==> src/rtl/glitc_conf_loader.sv <==
// glitc_conf_loader
// Slave-serial bitstream loader for the four GLITC FPGAs. Software writes
// 32-bit bitstream words over Wishbone; they are queued in a small FIFO and
// shifted MSB-first onto DIN. CCLK is divided from clk_i and only reaches the
// GLITCs selected by the target mask. A low INIT_B on any targeted GLITC
// (CRC error) aborts the load and latches an error flag.
//
// Ports
//   clk_i, rst_i          system clock, asynchronous active-high reset
//   cyc_i, stb_i, we_i    Wishbone strobes
//   adr_i[4:0]            byte address, [3:2] selects CTRL/DATA/WORDCOUNT
//   dat_i / dat_o         write / read data (dat_o is 0 outside a read)
//   ack_o, rty_o, err_o   handshake; rty_o only for a DATA write into a full FIFO
//   CCLK[3:0]             per-GLITC configuration clock (registered)
//   DIN                   shared serial data
//   INIT_B[3:0], DONE[3:0] asynchronous GLITC status inputs
//   busy_o                FIFO non-empty or FSM not idle
//
// state | meaning
// IDLE  | CCLK low, waiting for a queued word, a non-zero mask and no error
// LOAD  | pop one word into the shift register
// SHIFT | clock 32 bits out, CCLK low then high for CCLK_DIV cycles each
// ERROR | INIT_B fell on a targeted GLITC; FIFO flushed, wait for clear/abort

module glitc_conf_loader #(
  parameter int FIFO_DEPTH_LOG2 = 4,
  parameter int CCLK_DIV        = 2
) (
  input  logic        clk_i,
  input  logic        rst_i,
  input  logic        cyc_i,
  input  logic        stb_i,
  input  logic        we_i,
  input  logic [4:0]  adr_i,
  input  logic [31:0] dat_i,
  output logic [31:0] dat_o,
  output logic        ack_o,
  output logic        rty_o,
  output logic        err_o,
  output logic [3:0]  CCLK,
  output logic        DIN,
  input  logic [3:0]  INIT_B,
  input  logic [3:0]  DONE,
  output logic        busy_o
);

  localparam logic [1:0] S_IDLE  = 2'd0;
  localparam logic [1:0] S_LOAD  = 2'd1;
  localparam logic [1:0] S_SHIFT = 2'd2;
  localparam logic [1:0] S_ERROR = 2'd3;

  localparam int DEPTH = 1 << FIFO_DEPTH_LOG2;
  localparam int DIV_W = (CCLK_DIV > 1) ? $clog2(CCLK_DIV) : 1;
  localparam logic [DIV_W-1:0] DIV_LAST = DIV_W'(CCLK_DIV - 1);
  localparam logic [FIFO_DEPTH_LOG2:0] FULL_CNT = {1'b1, {FIFO_DEPTH_LOG2{1'b0}}};

  logic [1:0]  state;
  logic [3:0]  mask;
  logic        error;
  logic [15:0] word_cnt;
  logic [31:0] shreg;
  logic [4:0]  bit_cnt;
  logic [DIV_W-1:0] div_cnt;
  logic        cclk_int;

  logic [3:0]  init_meta, init_sync;
  logic [3:0]  done_meta, done_sync;

  logic [31:0] fifo_mem [DEPTH];
  logic [FIFO_DEPTH_LOG2-1:0] wr_ptr, rd_ptr;
  logic [FIFO_DEPTH_LOG2:0]   fifo_cnt;
  logic [31:0] fifo_head;
  logic        fifo_full, fifo_empty;

  logic bus_req, wr_ctrl, wr_data;
  logic push, pop, flush, abort, clr_err, err_det;
  logic unused_bits;

  // bus decode and handshake
  assign bus_req   = cyc_i & stb_i;
  assign wr_ctrl   = bus_req & we_i & (adr_i[3:2] == 2'b00);
  assign wr_data   = bus_req & we_i & (adr_i[3:2] == 2'b01);
  assign fifo_full  = (fifo_cnt == FULL_CNT);
  assign fifo_empty = (fifo_cnt == '0);
  // full is judged on the registered count, so a pop in the same cycle
  // does not make room for this write
  assign rty_o  = wr_data & fifo_full;
  assign push   = wr_data & ~fifo_full;
  assign ack_o  = bus_req & ~rty_o;
  assign err_o  = 1'b0;

  assign abort   = wr_ctrl & dat_i[31];
  assign clr_err = wr_ctrl & dat_i[30];
  assign err_det = ((state == S_LOAD) | (state == S_SHIFT)) & (|(mask & ~init_sync));
  assign flush   = abort | err_det;
  assign pop     = (state == S_LOAD) & ~flush;

  assign busy_o    = ~fifo_empty | (state != S_IDLE);
  assign fifo_head = fifo_mem[rd_ptr];
  assign DIN       = shreg[31];

  assign unused_bits = &{1'b0, adr_i[4], adr_i[1:0], dat_i[29:4]};

  always_comb begin
    dat_o = '0;
    if (bus_req && !we_i) begin
      case (adr_i[3:2])
        2'b00:   dat_o = {11'd0, busy_o, error, state, 5'(fifo_cnt),
                          done_sync, init_sync, mask};
        2'b10:   dat_o = {16'd0, word_cnt};
        default: dat_o = '0;
      endcase
    end
  end

  // two-flop synchronizers for the asynchronous GLITC status pins
  always_ff @(posedge clk_i or posedge rst_i) begin
    if (rst_i) begin
      init_meta <= '0;
      init_sync <= '0;
      done_meta <= '0;
      done_sync <= '0;
    end else begin
      init_meta <= INIT_B;
      init_sync <= init_meta;
      done_meta <= DONE;
      done_sync <= done_meta;
    end
  end

  // word storage, no reset needed: validity is tracked by the pointers
  always_ff @(posedge clk_i) begin
    if (push) fifo_mem[wr_ptr] <= dat_i;
  end

  always_ff @(posedge clk_i or posedge rst_i) begin
    if (rst_i) begin
      wr_ptr   <= '0;
      rd_ptr   <= '0;
      fifo_cnt <= '0;
    end else if (flush) begin
      wr_ptr   <= '0;
      rd_ptr   <= '0;
      fifo_cnt <= '0;
    end else begin
      if (push) wr_ptr <= wr_ptr + 1'b1;
      if (pop)  rd_ptr <= rd_ptr + 1'b1;
      case ({push, pop})
        2'b10:   fifo_cnt <= fifo_cnt + 1'b1;
        2'b01:   fifo_cnt <= fifo_cnt - 1'b1;
        default: fifo_cnt <= fifo_cnt;
      endcase
    end
  end

  always_ff @(posedge clk_i or posedge rst_i) begin
    if (rst_i) begin
      state    <= S_IDLE;
      mask     <= '0;
      error    <= 1'b0;
      word_cnt <= '0;
      shreg    <= '0;
      bit_cnt  <= '0;
      div_cnt  <= '0;
      cclk_int <= 1'b0;
      CCLK     <= '0;
    end else begin
      if (abort) begin
        state    <= S_IDLE;
        shreg    <= '0;
        cclk_int <= 1'b0;
        CCLK     <= '0;
      end else if (err_det) begin
        // DIN is left holding its current bit
        state    <= S_ERROR;
        error    <= 1'b1;
        cclk_int <= 1'b0;
        CCLK     <= '0;
      end else begin
        case (state)
          S_IDLE: begin
            cclk_int <= 1'b0;
            CCLK     <= '0;
            // a push this cycle counts, so LOAD lands the cycle after the write
            if ((!fifo_empty || push) && (mask != 4'd0) && !error)
              state <= S_LOAD;
          end
          S_LOAD: begin
            shreg    <= fifo_head;
            bit_cnt  <= 5'd31;
            div_cnt  <= DIV_LAST;
            cclk_int <= 1'b0;
            CCLK     <= '0;
            state    <= S_SHIFT;
          end
          S_SHIFT: begin
            if (div_cnt != '0) begin
              div_cnt <= div_cnt - 1'b1;
            end else begin
              div_cnt <= DIV_LAST;
              if (!cclk_int) begin
                cclk_int <= 1'b1;
                CCLK     <= mask;
              end else begin
                // end of high phase: advance to the next bit on the falling edge
                cclk_int <= 1'b0;
                CCLK     <= '0;
                shreg    <= {shreg[30:0], 1'b0};
                if (bit_cnt == 5'd0) begin
                  word_cnt <= word_cnt + 1'b1;
                  state    <= fifo_empty ? S_IDLE : S_LOAD;
                end else begin
                  bit_cnt <= bit_cnt - 1'b1;
                end
              end
            end
          end
          default: begin
            cclk_int <= 1'b0;
            CCLK     <= '0;
          end
        endcase
      end

      if (clr_err) begin
        error    <= 1'b0;
        word_cnt <= '0;
        if (state == S_ERROR && !abort) state <= S_IDLE;
      end

      // mask is only retargeted while idle, or together with an abort
      if (wr_ctrl && (state == S_IDLE || abort)) mask <= dat_i[3:0];
    end
  end

endmodule
==> config.mk <==
export PLATFORM = sky130hd
export DESIGN_NAME = glitc_conf_loader
export DESIGN_NICKNAME = d
export VERILOG_FILES = /design/src/rtl/glitc_conf_loader.sv
export SDC_FILE = /design/constraint.sdc
export NUM_CORES = 1
export LEC_CHECK = 0
export CORE_ASPECT_RATIO = 1.25
export CORE_MARGIN = 2
export CORE_UTILIZATION = 33
export DETAILED_ROUTE_END_ITERATION = 12
export PLACE_DENSITY = 0.52
export SLEW_MARGIN = 20
export SYNTH_ARGS = -nofsm -noshare
export SYNTH_HDL_FRONTEND = slang
export SYNTH_SLANG_ARGS = --single-unit
==> constraint.sdc <==
create_clock -name clk_i -period 4.4 [get_ports clk_i]
set_clock_uncertainty 0.1 [all_clocks]
set_input_delay 0.44 -clock clk_i [delete_from_list [all_inputs] [get_ports clk_i]]
set_output_delay 0.44 -clock clk_i [all_outputs]
set_load 0.03 [all_outputs]
Word-level counts from Yosys, hierarchy flattened
Memories as Yosys holds them, arrays and structs flattened.
Index checks and enable logic that the tools add are counted.
- order comparisons: 0
- reductions and logical operators: 32
- add/sub/neg operators: 7
- muxes and demuxes: 51
- bitwise operators: 22
- div/mod/pow operators: 0
- equal/unequal tests: 18
- multipliers: 0
- shift-type cells: 0
- operators by type and width (cell ; number):
    32-bit two-way mux ; 5
    16-bit two-way mux ; 7
    32-bit case mux with 2 select lines ; 1
    21-bit case mux with 2 select lines ; 1
    4-bit two-way mux ; 9
    5-bit two-way mux ; 4
    5-bit case mux with 2 select lines ; 2
    16-bit by 1-bit adder with 16-bit output, second input constant ; 1
    2-bit two-way mux ; 8
    2-bit nonzero test ; 8
    1-bit two-way mux ; 12
    6-bit AND reduction ; 2
    1-bit bitwise AND ; 11
    5-bit logical NOT ; 2
    2-bit inequality test, second input constant ; 5
    5-bit by 1-bit subtractor with 5-bit output, second input constant ; 2
    4-bit by 1-bit adder with 4-bit output, second input constant ; 2
    2-bit == test, second input constant ; 4
    2-bit by 1-bit == test with 1-bit output, second input constant ; 3
    3-bit inequality test, second input constant ; 2
    1-bit inverter ; 6
    2-bit case mux with 3 select lines ; 1
    3-bit nonzero test ; 2
    5-bit by 1-bit adder with 5-bit output, second input constant ; 1
    17 further kinds ; 29
- ROM bits: 0
- RAM bits: 512
- bits in latches: 0
- logic and storage cells: 147
- memories kept: 1
- bits of input ports: 50
- output and inout port bits: 41
- flip-flop bits (word level): 95
- memories (name ; depth ; width ; rd ports ; clocked after Yosys merged registers in ; wr ports ; line ; text):
    fifo_mem ; 16 ; 32 ; 1 ; 0 ; 1 ; 69 ; logic [31:0] fifo_mem [DEPTH];

Longest topological paths before layout
Gate-level depths: netlist (run 1).
- depth in word-level cells: 13
- mapped depth: 14
- depth with buffers taken out: 12

Worst setup path after synthesis (run 1)
OpenSTA, ideal clock, no wires.
- kind: register to register
- from: reg mask[1]
- to: reg fifo_cnt[4]
- data required time: 4222 ps
- arrival: 2882 ps
- buffers on the path: 2
- setup time: 78 ps
- clock period less this slack: 3060 ps
- stages on the path, launching flop included: 13
- slack: 1340 ps
- path through: dfrtp_1 > nor2b_4 > o41a_1 > buf_2 > nor2_1 > clkbuf_1 > nand3_1 > fa_1 > nand2b_1 > o2bb2ai_1 > or3_1 > a21o_1 > a21oi_1
- longest elaborated chain between the ends: 9
- elaborated cells between the ends (all ways): 11
- classes of those cells: eq/ne (2); mux (2); bitwise (5); reduce/logical (2)
- ends and longest elaborated chain (what ; line ; text):
    start: declaration ; 58 ; logic [3:0] mask;
    start signal: assignment ; 232 ; if (wr_ctrl && (state == S_IDLE || abort)) mask <= dat_i[3:0];
    4-bit bitwise AND (*) ; 94 ; assign err_det = ((state == S_LOAD) | (state == S_SHIFT)) & (|(mask & ~init_sync));
    4-bit OR reduction (*) ; 94 ;
    1-bit bitwise AND (*) ; 94 ;
    1-bit OR (*) ; 95 ; assign flush = abort | err_det;
    1-bit inverter ; 96 ; assign pop = (state == S_LOAD) & ~flush;
    1-bit bitwise AND ; 96 ;
    2-bit by 1-bit == test with 1-bit output / 2-bit == test (equally long branches) ; 148 ; case ({push, pop})
    5-bit case mux with 2 select lines ; 148 ;
    5-bit two-way mux ; 141 ; end else if (flush) begin
    end signal: assignment ; 149 ; 2'b10: fifo_cnt <= fifo_cnt + 1'b1;
    end signal: assignment ; 150 ; 2'b01: fifo_cnt <= fifo_cnt - 1'b1;
    end signal: assignment ; 151 ; default: fifo_cnt <= fifo_cnt;
    end: declaration ; 71 ; logic [FIFO_DEPTH_LOG2:0] fifo_cnt;
Every way passes the cells marked *; elsewhere a longest branch is shown, timed or not.
A chain may end at the register's enable or synchronous reset.

Final worst setup path (run 1)
- from: reg fifo_cnt[0]
- to: out dat_o[20]
- longest elaborated chain between the ends: 5
- ends and longest elaborated chain (what ; line ; text):
    5-bit logical NOT ; 84 ; assign fifo_empty = (fifo_cnt == '0);
    1-bit inverter ; 98 ; assign busy_o = ~fifo_empty | (state != S_IDLE);
    1-bit OR ; 98 ;
    21-bit case mux with 2 select lines ; 107 ; case (adr_i[3:2])
    32-bit two-way mux ; 106 ; if (bus_req && !we_i) begin
    end: declaration ; 36 ; output logic [31:0] dat_o,
Every way passes these cells.

==> metrics.md, run 1 <==
| Metric | Value |
|---|---|
| Final-report hold violation count | 0 |
| I/O pin total | 91 |
| Final Max Tran Viols | 0 |
| Vias in the first global route | 12500 |
| RSZ-0062 raised after global routing | no |
| Post-place instance area | 0.0263 sq mm |
| Final WS setup | 1.05 ns |
| Core footprint | 0.0721 sq mm |
| Hold WC Path Type | input pin to register |
| Gr ovfl total | 0 |
| Critical Path Start | fifo_cnt[0] |
| Vias | 12000 |
| Worst hold path depth | 1 |
| Sequential cell area | 0.0178 sq mm |
| Hold EP | done_meta[0] |
| Fill count | 6505 |
| Slowest cell on crit path | clkdlybuf4s50_1 |
| Final instance area | 0.0283 sq mm |
| P_leak | 9.26 nW |
| Pwr Density | 528 mW/mm^2 |
| Buf+Inv Stages, Crit Path | 1 |
| Num rows | 110 |
| Final min period | 3.35 ns |
| Internal | 11.0 mW |
| Worst hold slack | 0.151 ns |
| Crit-path cells | nor4_1 > nor2b_1 > nand2_1 > and2_1 > clkdlybuf4s50_1 |
| Startpoint Class | register |
| Mapped Cells | 1236 |
| Worst vdd ir | 0.000269 V |
| Placed cell count | 2237 |
| Max-Cap Viols | 0 |
| Util after Layout | 0.393 |
| Root buffer cell | clkbuf_16 |
| Netlist cell types | 55 |
| Post-route non-filler standard cell count | 2351 |
| DRT Wirelength | 55300 um |
| Final ANT Viol Nets | 0 |
| CP top delay family | simple AND/OR/NAND/NOR gates |
| Share of layout cells above drive strength 1 | 0.204 |
| First-pass GRT wire length | 82100 um |
| Post-synthesis sequential area ratio | 0.738 |
| Post-DR wirelength/cell | 23.5 um |
| Clk Latency, worst-skew pair | 0.63 ns |
| Worst R2R Start | fifo_cnt[0] |
| Largest net degree at the start of global routing | 71 |
| Initial drt markers | 868 |
| Area fraction of the dominant cell type after synthesis | 0.639 |
| Critical Path Sink Type | output port |
| Reg-to-reg endpoint | fifo_cnt[4] |
| Post-CTS Resized | 0 |
| Max-slew headroom | 0.382 |
| Diode count | 0 |
| RePlAce Congestion | 0.772 |
| Main synth FF type | edfxtp_1 |
| Reg power frac | 0.464 |
| Place WS | 0.956 ns |
| Final setup fails | 0 |
| Post-synth EDFFs | 512 |
| Die H | 306 um |
| Crit path max fanout | 6 |
| Synthesis-to-layout area growth | 17.7% |
| Multi-input logic area | 0.00599 sq mm |
| Max clock buf depth | 3 |
| Crit-path max cell delay | 0.59 ns |
| I/O Buffers | 75 |
| Die Area | 0.0751 sq mm |
| Least-Margin Pin Slew | 0.928 ns |
| Most frequent cells in the layout | 512 x edfxtp_1, 128 x mux4_2, 92 x dfrtp_1, 81 x mux2i_1, 75 x clkdlybuf4s50_1 |
| # Post-CTS Setup Buffers | 0 |
| Syn avg cell area | 19.5 sq um |
| Gr usage total | 0.147 |
| DP HPWL | 30700 um |
| Startpoint of the worst hold path | DONE[0] |
| Cells on worst reg2reg path | 9 |
| DRT Pass-1 Iters | 6 |
| Via/cell ratio | 5.10 |
| FF+latch count, synth | 607 |
| Flop-to-flop setup slack | 1.24 ns |
| Combinational share of power | 0.183 |
| Layout Nets | 1415 |
| Area leader, netlist | edfxtp_1 |
| Fmax | 0.299 GHz |
| Crit path arrival time | 2.81 ns |
| Power share of the clock group | 0.353 |
| Hold_buf cts | 0 |
| Sw Pwr | 3.95 mW |
| H-tree depth | 2 |
| CTS tree | yes |
| Die W | 246 um |
| # DRC | 0 |
| Period Utilization, post-route | 0.761 |
| Setup TNS Final | 0 ns |
| Commonest non-fill, non-tap cell in the layout | edfxtp_1 |
| Outcome | completed |
| Setup CP Type | register to output port |
| Sw frac | 0.264 |
| Final Power | 15.0 mW |
| Antenna violations before repair | 5 |
| Reg clk slew, reported paths | 0.06 ns |
| Synth area leaders | edfxtp_1 64%, mux4_2 12%, dfrtp_1 9.9% |
| Initial core utilization | 0.334 |
| Synth Warn # | 0 |
| WP data required | 3.86 ns |
| Ys async rst share | 0.157 |
| Cell area after synthesis | 0.0241 sq mm |
| CTS Sinks | 607 |
| Clock buffer count from CTS | 61 |
==> cells by family after synthesis <==
logic type,synth area share
other,0.000156
muxes,0.156
buffers and inverters,0.0167
DFF,0.738
adders and majority gates,0.00915
and+or+nand+nor,0.0380
xor gates and xnor gates,0.00801
AOI/OAI and AO/OA,0.0342
==> synth_stat cells, drive strengths merged, types with 11 or more instances <==
| cell type | n |
|---|---|
| a21oi | 15 |
| a221o | 31 |
| and2 | 17 |
| buf | 40 |
| clkbuf | 38 |
| dfrtp | 95 |
| edfxtp | 512 |
| ha | 16 |
| inv | 13 |
| mux2i | 81 |
| mux4 | 128 |
| nand2 | 22 |
| nand3 | 11 |
| nor2 | 57 |
| o22ai | 32 |
| xnor2 | 17 |
==> power by group through the flow <==
stage / sequential, mW / combinational [mW] / clock, mW
after floorplan: 6.76 / 2.19 / 0
after CTS: 6.96 / 2.78 / 5.41
after detailed placement: 7.07 / 2.78 / 0
after global routing: 6.99 / 2.99 / 5.61
final: 6.95 / 2.74 / 5.28
after global placement: 7.06 / 2.75 / 0
==> worst max-delay path by stage <==
| stage | end | slack (ns) | cells past startpoint |
|---|---|---|---|
| finish | dat_o[20] | 1.05 | 5 |
| global placement | fifo_cnt[4] | 0.92 | 13 |
| global route | dat_o[20] | 0.88 | 5 |
| CTS | dat_o[20] | 0.97 | 5 |
| detailed placement | fifo_cnt[4] | 0.96 | 13 |
| floorplan | fifo_cnt[4] | 1.34 | 12 |
==> cell type report <==
class | count | share of cell area
clock buffers | 100 | 0.0633
repair buffers | 116 | 0.0453
clock inverters | 14 | 0.00892
well taps | 952 | 0.0420
multi-input cells | 549 | 0.211
inverters | 13 | 0.00190
flip-flops and latches | 607 | 0.627
==> metal layers <==
metal	share of wire	global-route usage	wire, um	vias to the layer above
met5	0.0010	0	58	-
met4	0.022	0.0385	1220	10
met3	0.050	0.0269	2740	97
met2	0.51	0.256	28300	313
met1	0.42	0.189	23000	6342
li1	-	-	-	5239
==> registers in the layout, summed over array words and instances, names as in the netlist, 2 cells and up <==
signal	cells
CCLK	4
bit_cnt	5
mask	4
shreg	32
state	2
init_sync	4
init_meta	4
done_sync	4
fifo_cnt	5
fifo_mem	512
rd_ptr	4
wr_ptr	4
word_cnt	16
done_meta	4
==> worst reg2reg max path, stage by stage, from the launching register on <==
cell and delay (ns):
dfrtp_1 0.45, nor4_1 0.57, a211o_1 0.44, nand3_1 0.18, fa_1 0.44, nand2b_1 0.16
o2bb2ai_1 0.13, or3_1 0.33, a21o_1 0.16, a21oi_1 0.13
Power figures use the tool's default switching activity.
==> run 2: changes to the inputs <==
Settings changed: PLACE_DENSITY 0.52 to 0.54.
Clock period 4.4 ns to 2.8 ns, I/O delays scaled along.
==> metrics.md, run 2 (synthesis results as in run 1) <==
| Metric | Value |
|---|---|
| Antenna violations before repair | 3 |
| Reg clk slew, reported paths | 0.07 ns |
| Hold WC Path Type | input pin to register |
| Vias in the first global route | 12800 |
| RSZ-0062 raised after global routing | yes |
| Die W | 246 um |
| Sw Pwr | 6.43 mW |
| Final-report hold violation count | 0 |
| Period Utilization, post-route | 0.955 |
| Most frequent cells in the layout | 512 x edfxtp_1, 128 x mux4_2, 92 x dfrtp_1, 81 x mux2i_1, 80 x buf_4 |
| Diode count | 0 |
| First-pass GRT wire length | 82700 um |
| Commonest non-fill, non-tap cell in the layout | edfxtp_1 |
| Crit path max fanout | 2 |
| Fill count | 6418 |
| Outcome | completed |
| Clk Latency, worst-skew pair | 0.62 ns |
| # DRC | 0 |
| Crit-path max cell delay | 0.50 ns |
| CTS tree | yes |
| Setup TNS Final | 0 ns |
| Fmax | 0.374 GHz |
| Synthesis-to-layout area growth | 20.8% |
| Largest net degree at the start of global routing | 89 |
| Critical Path Sink Type | register |
| Final min period | 2.67 ns |
| Share of layout cells above drive strength 1 | 0.254 |
| Clock buffer count from CTS | 58 |
| Final setup fails | 0 |
| CP top delay family | compound AO/OA/AOI/OAI gates |
| Post-DR wirelength/cell | 22.6 um |
| Max FFs per register | 512 |
| Gr usage total | 0.147 |
| Final WS setup | 0.126 ns |
| Post-place instance area | 0.0270 sq mm |
| Sw frac | 0.268 |
| Root buffer cell | clkbuf_16 |
| Core footprint | 0.0721 sq mm |
| P_leak | 9.70 nW |
| Vias | 12200 |
| Startpoint Class | register |
| Setup CP Type | register to register |
| Place WS | 0.0140 ns |
| Top reg by flops | fifo_mem |
| Initial drt markers | 769 |
| Final Power | 24.0 mW |
| Final instance area | 0.0291 sq mm |
| Max clock buf depth | 3 |
| WP data required | 3.25 ns |
| Largest regs | fifo_mem x512, shreg x32, word_cnt x16 |
| Max-slew headroom | 0.549 |
| DP HPWL | 32600 um |
| Combinational share of power | 0.217 |
| Slowest cell on crit path | o41a_1 |
| Crit-path cells | nor2b_4 > o41a_1 > nor2_4 > nand3_2 > fa_2 > nand2b_1 > o2bb2ai_1 > or3_1 > a21o_1 > a21oi_1 |
| Gr ovfl total | 0 |
| DRT Pass-1 Iters | 5 |
| Pwr Density | 826 mW/mm^2 |
| Via/cell ratio | 5.06 |
| Least-Margin Pin Slew | 0.675 ns |
| Final Max Tran Viols | 0 |
| Die Area | 0.0751 sq mm |
| Initial core utilization | 0.334 |
| RePlAce Congestion | 0.751 |
| Metal-1 WL | 22900 um |
| H-tree depth | 2 |
| Util after Layout | 0.403 |
| I/O Buffers | 75 |
| Layout Nets | 1479 |
| Num rows | 110 |
| Buf+Inv Stages, Crit Path | 0 |
| Met3 WL | 2220 um |
| Top Layer Used | met5 |
| Internal | 17.6 mW |
| Reg power frac | 0.443 |
| Final ANT Viol Nets | 0 |
| Max-Cap Viols | 0 |
| DRT Wirelength | 54700 um |
| I/O pin total | 91 |
| Metal2 WL | 28300 um |
| Power share of the clock group | 0.340 |
| CTS Sinks | 607 |
| Crit path arrival time | 3.12 ns |
| Worst vdd ir | 0.000485 V |
| Die H | 306 um |
==> run 2: final timing paths <==
check                      cells after the start            to  slack (ns)         start
setup / recovery                              10   fifo_cnt[4]        0.13       mask[1]
setup reg to reg                              10   fifo_cnt[4]        0.13       mask[1]
hold reg to reg                                0  done_sync[2]        0.25  done_meta[2]
min in group asynchronous                      3  done_meta[0]        0.41         rst_i
max in group asynchronous                      4     rd_ptr[1]        1.37         rst_i
hold / removal                                 1  done_meta[3]        0.05       DONE[3]
==> run 2: layout make-up <==
cell class                 instances  area [sq um]  share of cell area
timing repair buffer             183          2060              0.0709
multi-input combinational        549          6010               0.207
clock inverter                    35           430              0.0148
tap                              952          1190              0.0410
inverter                          13          52.6             0.00181
sequential                       607         17800               0.611
clock buffer                      75          1560              0.0536
==> run 2: through the flow <==
| step | hold slack [ns] | cells |
|---|---|---|
| after global routing | 0.0132 | 2414 |
| after global placement | 0.238 | 2295 |
| final | 0.0487 | 2414 |
| after CTS | 0.00423 | 2414 |
| after detailed placement | 0.238 | 2296 |
| after floorplan | 0.211 | 1247 |
==> run 2: layer usage <==
metal | vias to the layer above | track usage
li1 | 5364 | -
met1 | 6464 | 0.186
met2 | 291 | 0.260
met3 | 80 | 0.0226
met4 | 6 | 0.0410
met5 | - | 0
==> run 2: power groups by stage <==
stage                     clock [mW]  combinational, mW  sequential [mW]
after floorplan                    0               3.49             10.6
after global placement             0               5.19             10.8
after detailed placement           0               5.31             10.8
after CTS                       8.40               5.33             10.6
after global routing            8.72               5.64             10.7
final                           8.17               5.21             10.6
==> run 2: timing repair <==
action | CTS | global route
buffers inserted | 0 | 0
hold buffers | 8 | 0
hold endpoints to repair | 14 | 0
gates resized for setup | 2 | 1
setup endpoints to repair | 2 | 2
pin swaps | 0 | 3
